--- src/rtl/ps2_host_tx.sv ---
// rtl/ps2_host_tx.sv - PS/2 host-to-device command transmitter (watchdog enabled by PS2_TX_TIMEOUT_EN)
module ps2_host_tx #(
    parameter int unsigned INHIBIT_CYCLES = 5000,
    parameter int unsigned TIMEOUT_CYCLES = 1000000
) (
    input  logic       CLOCK_50,
    input  logic       reset_n,
    input  logic [7:0] tx_data,
    input  logic       tx_valid,
    output logic       tx_ready,
    output logic       tx_done,
    output logic       tx_error,
    input  logic       ps2_clk_in,
    input  logic       ps2_dat_in,
    output logic       ps2_clk_oe,
    output logic       ps2_dat_oe
);

    localparam int unsigned INH_W = (INHIBIT_CYCLES > 1) ? $clog2(INHIBIT_CYCLES + 1) : 1;
    localparam logic [INH_W-1:0] INH_LAST = INH_W'(INHIBIT_CYCLES - 1);

    typedef enum logic [2:0] {
        S_IDLE,
        S_INHIBIT,
        S_REQ,
        S_SHIFT,
        S_ACK,
        S_WAIT_IDLE,
        S_DONE,
        S_ERROR
    } state_t;

    state_t           state_q, state_d;
    logic [7:0]       data_q, data_d;
    logic             parity_q, parity_d;
    logic [3:0]       idx_q, idx_d;
    logic [INH_W-1:0] inh_q, inh_d;
    logic             dat_oe_q, dat_oe_d;

    logic clk_meta_q, clk_sync_q, clk_prev_q;
    logic dat_meta_q, dat_sync_q;
    logic fe;
    logic frame_bit;
    logic wd_expire;

    // Two-stage synchronizers plus the edge register; lines idle high
    always_ff @(posedge CLOCK_50 or negedge reset_n) begin
        if (!reset_n) begin
            clk_meta_q <= 1'b1;
            clk_sync_q <= 1'b1;
            clk_prev_q <= 1'b1;
            dat_meta_q <= 1'b1;
            dat_sync_q <= 1'b1;
        end else begin
            clk_meta_q <= ps2_clk_in;
            clk_sync_q <= clk_meta_q;
            clk_prev_q <= clk_sync_q;
            dat_meta_q <= ps2_dat_in;
            dat_sync_q <= dat_meta_q;
        end
    end

    assign fe = clk_prev_q & ~clk_sync_q;

`ifdef PS2_TX_TIMEOUT_EN
    localparam int unsigned WD_W = (TIMEOUT_CYCLES > 1) ? $clog2(TIMEOUT_CYCLES + 1) : 1;
    localparam logic [WD_W-1:0] WD_LAST = WD_W'(TIMEOUT_CYCLES - 1);

    logic [WD_W-1:0] wd_q, wd_d;
    logic            wd_active;

    assign wd_active = (state_q == S_SHIFT) || (state_q == S_ACK) || (state_q == S_WAIT_IDLE);
    assign wd_expire = wd_active && (wd_q >= WD_LAST);

    // Watchdog: REQ is cycle 0, counting continues until the frame leaves WAIT_IDLE
    always_comb begin
        wd_d = '0;
        if (state_q == S_REQ) begin
            wd_d = WD_W'(1);
        end else if (wd_active) begin
            wd_d = wd_q + 1'b1;
        end
    end

    // Watchdog counter register
    always_ff @(posedge CLOCK_50 or negedge reset_n) begin
        if (!reset_n) begin
            wd_q <= '0;
        end else begin
            wd_q <= wd_d;
        end
    end
`else
    logic unused_timeout;

    assign wd_expire      = 1'b0;
    assign unused_timeout = (TIMEOUT_CYCLES == 32'd0);
`endif

    // Frame bit selected by the bit index: data LSB first, parity, stop
    always_comb begin
        frame_bit = 1'b1;
        if (idx_q < 4'd8) begin
            frame_bit = data_q[idx_q[2:0]];
        end else if (idx_q == 4'd8) begin
            frame_bit = parity_q;
        end
    end

    // State, frame and counter registers
    always_ff @(posedge CLOCK_50 or negedge reset_n) begin
        if (!reset_n) begin
            state_q  <= S_IDLE;
            data_q   <= '0;
            parity_q <= 1'b0;
            idx_q    <= '0;
            inh_q    <= '0;
            dat_oe_q <= 1'b0;
        end else begin
            state_q  <= state_d;
            data_q   <= data_d;
            parity_q <= parity_d;
            idx_q    <= idx_d;
            inh_q    <= inh_d;
            dat_oe_q <= dat_oe_d;
        end
    end

    // Next-state logic; a watchdog expiry takes priority over any edge in the same cycle
    always_comb begin
        state_d  = state_q;
        data_d   = data_q;
        parity_d = parity_q;
        idx_d    = idx_q;
        inh_d    = inh_q;
        dat_oe_d = dat_oe_q;

        case (state_q)
            S_IDLE: begin
                inh_d    = '0;
                idx_d    = '0;
                dat_oe_d = 1'b0;
                if (tx_valid) begin
                    data_d   = tx_data;
                    parity_d = ~^tx_data;
                    state_d  = S_INHIBIT;
                end
            end
            S_INHIBIT: begin
                if (inh_q == INH_LAST) begin
                    inh_d    = '0;
                    dat_oe_d = 1'b1;
                    state_d  = S_REQ;
                end else begin
                    inh_d = inh_q + 1'b1;
                end
            end
            S_REQ: begin
                state_d = S_SHIFT;
            end
            S_SHIFT: begin
                if (wd_expire) begin
                    dat_oe_d = 1'b0;
                    state_d  = S_ERROR;
                end else if (fe) begin
                    dat_oe_d = ~frame_bit;
                    if (idx_q == 4'd9) begin
                        state_d = S_ACK;
                    end else begin
                        idx_d = idx_q + 1'b1;
                    end
                end
            end
            S_ACK: begin
                if (wd_expire) begin
                    dat_oe_d = 1'b0;
                    state_d  = S_ERROR;
                end else if (fe) begin
                    state_d = dat_sync_q ? S_ERROR : S_WAIT_IDLE;
                end
            end
            S_WAIT_IDLE: begin
                if (wd_expire) begin
                    state_d = S_ERROR;
                end else if (clk_sync_q && dat_sync_q) begin
                    state_d = S_DONE;
                end
            end
            S_DONE: begin
                state_d = S_IDLE;
            end
            S_ERROR: begin
                dat_oe_d = 1'b0;
                state_d  = S_IDLE;
            end
            default: begin
                dat_oe_d = 1'b0;
                state_d  = S_IDLE;
            end
        endcase
    end

    assign tx_ready   = (state_q == S_IDLE);
    assign tx_done    = (state_q == S_DONE);
    assign tx_error   = (state_q == S_ERROR);
    assign ps2_clk_oe = (state_q == S_INHIBIT) || (state_q == S_REQ);
    assign ps2_dat_oe = dat_oe_q;

endmodule

--- config.mk ---
export PLATFORM = sky130hd
export DESIGN_NAME = ps2_host_tx
export DESIGN_NICKNAME = d
export VERILOG_FILES = /design/src/rtl/ps2_host_tx.sv
export SDC_FILE = /design/constraint.sdc
export NUM_CORES = 1
export LEC_CHECK = 0
export CORE_MARGIN = 10
export CORE_UTILIZATION = 40
export CTS_CLUSTER_DIAMETER = 50
export DETAILED_ROUTE_END_ITERATION = 6
export HOLD_SLACK_MARGIN = 0.12
export SYNTH_ARGS = -nofsm -noshare
export SYNTH_HDL_FRONTEND = slang
export SYNTH_SLANG_ARGS = --single-unit
--- constraint.sdc ---
create_clock -name CLOCK_50 -period 1.5 [get_ports CLOCK_50]
set_input_delay 0.225 -clock CLOCK_50 [delete_from_list [all_inputs] [get_ports CLOCK_50]]
set_output_delay 0.225 -clock CLOCK_50 [all_outputs]
set_load 0.05 [all_outputs]
==> metrics.md <==
| Metric | Value |
|---|---|
| Chip height | `89.1 µm` |
| RR Endpoint | `inh_q[5]` |
| Setup TNS | `-879 ps` |
| WP depth | `4` |
| WL per Instance | `15.2 µm` |
| R2r worst-path depth | `6` |
| Xor/xnor cell area share of the yosys netlist | `approximately 8%` |
| #FFs+latches synth | `35` |
| Ys async rst share | `100%` |
| Die area | `7940 µm²` |
| Initial DRT Pass Iterations | `5` |
| Sequential area share after synthesis | `46.2%` |
| Leak | `~1.2 nW` |
| Post-synth cell types | `48` |
| Peak supply drop | `~0.00047 V` |
| Clk buf depth | `2` |
| Worst EP arrival | `between 1000 and 1500 ps` |
| Final-report hold violation count | `0` |
| Area of the multi-input gates | `between 1000 and 1500 µm²` |
| RSZ-0062 raised after global routing | `true` |
| Worst endpoint required time | `1270 ps` |
| Final Hold Slack | `roughly 310 ps` |
| Failing checks | `setup timing` |
| Post-DRT Antenna Nets | `0` |
| Layout cells sized above 1 | `44.2%` |
| Grt met3 use | `3.37%` |
| Row Count | `25` |
| CP Cell Sequence | `or3_4, inv_8, buf_6, buf_12` |
| Final #Nets | `approximately 250` |
| Setup ws final | `-120 ps` |
| CP peak stage delay | `420 ps` |
| Initial DRC count | `70` |
| Worst rel slew slack | `approximately 74%` |
| Simple-gate share of the synthesized area | `20.2%` |
| Fill cells | `a little under 400` |
| Clock skew | `3.80 ps` |
| Sequential cell area | `approximately 880 µm²` |
| Fin util | `58.6%` |
| Status | `complete, but fails checks` |
| FMAX | `0.617 GHz` |
| CORE AREA | `around 4700 µm²` |
| Largest family of logic cells by synthesized area | `simple AND/OR/NAND/NOR gates` |
| Post-route DRC violation count | `0` |
| Post-synthesis mux area share | `around 9.7%` |
| EDFF count, synth | `0` |
| Grt met1 use | `about an eighth` |
| Final instance area | `around 2700 µm²` |
| DP Area | `about 2400 µm²` |
| Synth Area in Adders | `under 10%` |
| CTS tree | `built` |
| Number of global-route vias before repair | `about 1,600` |
| Reg-to-Reg Start | `state_q[1]` |
| Worst skew pair latency | `roughly 280 ps` |
| Period utilization | `108%` |
| Worst Hold Class | `in -> async` |
| Max Cap Viol | `0` |
| Max FO, Critical Path | `2` |
| CTS root buf | `clkbuf_8` |
| Crit. End Element | `output port` |
| H-tree levels | `2` |
| Met2 usage | `20.5%` |
| Antenna violations before repair | `0` |
| First-pass GRT wire length | `~7.4 mm` |
| Ant diodes | `0` |
| Via count | `1,520` |
| Yosys warnings | `0` |
| IO Count | `18` |
| Ys flop type | `dfrtp_1` |
| Slowest stage cell, crit path | `or3_4` |
| Synthesized instance count | `around 180` |
| DP HPWL | `about 3.2 mm` |
| Busiest layer in global routing | `met2` |
| Synth Area in Compound Gates | `about 10%` |
| Fin crit period | `1620 ps` |
| Initial Util | `roughly 41%` |
| Routability congestion estimate from global placement | `between 0.8 and 0.9` |
| Measured slew at the worst slew-check pin | `384 ps` |
| Most frequent cells in the layout | `30 x dfrtp_1, 28 x buf_4, 12 x clkdlybuf4s50_1` |
| Synth-to-Final Area Change | `43.0%` |
| Leading cell type in the layout, fill and taps excluded | `dfrtp_1` |
| Vias per cell | `around 5.3` |
| Final setup viols | `24` |
| Total wire length | `approximately 4.4 mm` |
| Delay-heaviest family, CP | `simple AND/OR/NAND/NOR gates` |
| Total congestion overflow | `0` |
| Cell Area, Synth | `between 1500 and 2000 µm²` |
| TritonCTS Buffers | `5` |
| CP Launch Point | `state_q[2]` |
| CTS clock-pin slew for the worst setup and hold paths | `about 70 ps` |
| Overall Power | `1.71 mW` |
| Power density over the cells | `625 nW/µm²` |
| Post-Syn Nets | `roughly 200` |
| Crit Path Class | `reg -> out` |
| Worst setup path end | `tx_ready` |
| Total GRT Usage | `a little under an eighth` |
| Largest net degree at the start of global routing | `36` |
| Avg Inst Size Synth | `between 10 and 15 µm²` |
| Critical path buffer and inverter count | `3` |
| TritonCTS Sinks | `35` |
| DIE WIDTH | `89.1 µm` |
| Max-slew violation count | `0` |
| Startpoint types | `register` |
| Port Buffers | `17` |
| Worst reg2reg setup slack | `-70 ps` |
## cell type report
| class | count | area share [%] |
|---|---|---|
| Clock buffer | 8 | 2.93 |
| Inverter | 8 | 1.37 |
| Multi-Input combinational cell | 131 | 42.3 |
| Sequential cell | 35 | 32.3 |
| Tap cell | 54 | 2.47 |
| Timing Repair Buffer | 51 | 18.6 |
## state kept, by name, summed over array words and instances (netlist names)
register / count
inh_q: 13
dat_meta_q: 1
clk_sync_q: 1
parity_q: 1
clk_meta_q: 1
dat_sync_q: 1
ps2_dat_oe: 1
clk_prev_q: 1
data_q: 8
idx_q: 4
state_q: 3
## layer usage
| metal | up-vias | part of all wire (%) | wire (µm) |
|---|---|---|---|
| met5 | - | 0 | 0 |
| met4 | 0 | 1.2 | 54 |
| met3 | 6 | 2.7 | 120 |
| met2 | 22 | 54 | 2370 |
| met1 | 746 | 42 | 1820 |
| li1 | 746 | - | - |
## metrics by stage
stage | worst slack (ps) | instances
final | -120 | 287
after global routing | -160 | 287
after CTS | -116 | 285
after detailed placement | -84.8 | 275
after global placement | -79.7 | 275
after floorplan | -27.9 | 181
## what timing repair did
item,4_1_cts,5_1_grt
hold buffers,0,0
gates resized for setup,20,40
pin swaps,6,16
endpoints found under the setup margin,21,32
endpoints found under the hold margin,0,0
buffers inserted,2,2
## worst min-delay path by stage
stage,startpoint,slack (ps),endpoint
floorplan,reset_n,-70,data_q[0]
global placement,clk_meta_q,350,clk_sync_q
detailed placement,clk_meta_q,350,clk_sync_q
CTS,reset_n,320,inh_q[5]
global route,reset_n,310,inh_q[5]
finish,reset_n,310,state_q[1]
## report_power, final
| group | switching (mW) | total (mW) | internal [mW] | leakage [nW] |
|---|---|---|---|---|
| Sequential | 0.00389 | 0.960 | 0.956 | 0.452 |
| Combinational | 0.0463 | 0.105 | 0.0588 | 0.674 |
| Clock | 0.312 | 0.642 | 0.330 | 0.0395 |
| Total | 0.362 | 1.71 | 1.34 | 1.17 |
## cell families after synthesis
group	count (synthesis)
xor+xnor	17
mux	14
buf+inv	15
flops	35
fa+ha+maj	4
simple gates	69
compound gates	27
## Yosys cell counts, drive strengths merged, types with 2 or more instances
| cell | instances | share of area (%) |
|---|---|---|
| nand4 | 8 | 2.6 |
| mux2 | 10 | 5.9 |
| mux2i | 2 | 1.0 |
| o311ai | 3 | 1.4 |
| nor2b | 2 | 0.66 |
| and2 | 2 | 0.66 |
| nor2 | 18 | 3.5 |
| a21oi | 4 | 1.2 |
| dfrtp | 30 | 39 |
| buf | 4 | 1.3 |
| nand3 | 5 | 1.3 |
| nand2 | 15 | 3.3 |
| xor2 | 10 | 4.6 |
| nand2b | 2 | 0.66 |
| inv | 8 | 1.6 |
| ha | 4 | 2.6 |
| clkbuf | 3 | 0.59 |
| a221oi | 2 | 0.92 |
| and4 | 2 | 0.92 |
| o21ai | 8 | 2.1 |
| dfstp | 5 | 6.9 |
| and4bb | 2 | 1.3 |
| mux4 | 2 | 2.8 |
| nand3b | 2 | 0.79 |
| nor3 | 3 | 1.0 |
| and3b | 2 | 0.92 |
| xnor2 | 7 | 3.2 |
(Power assumes the default switching activity.)
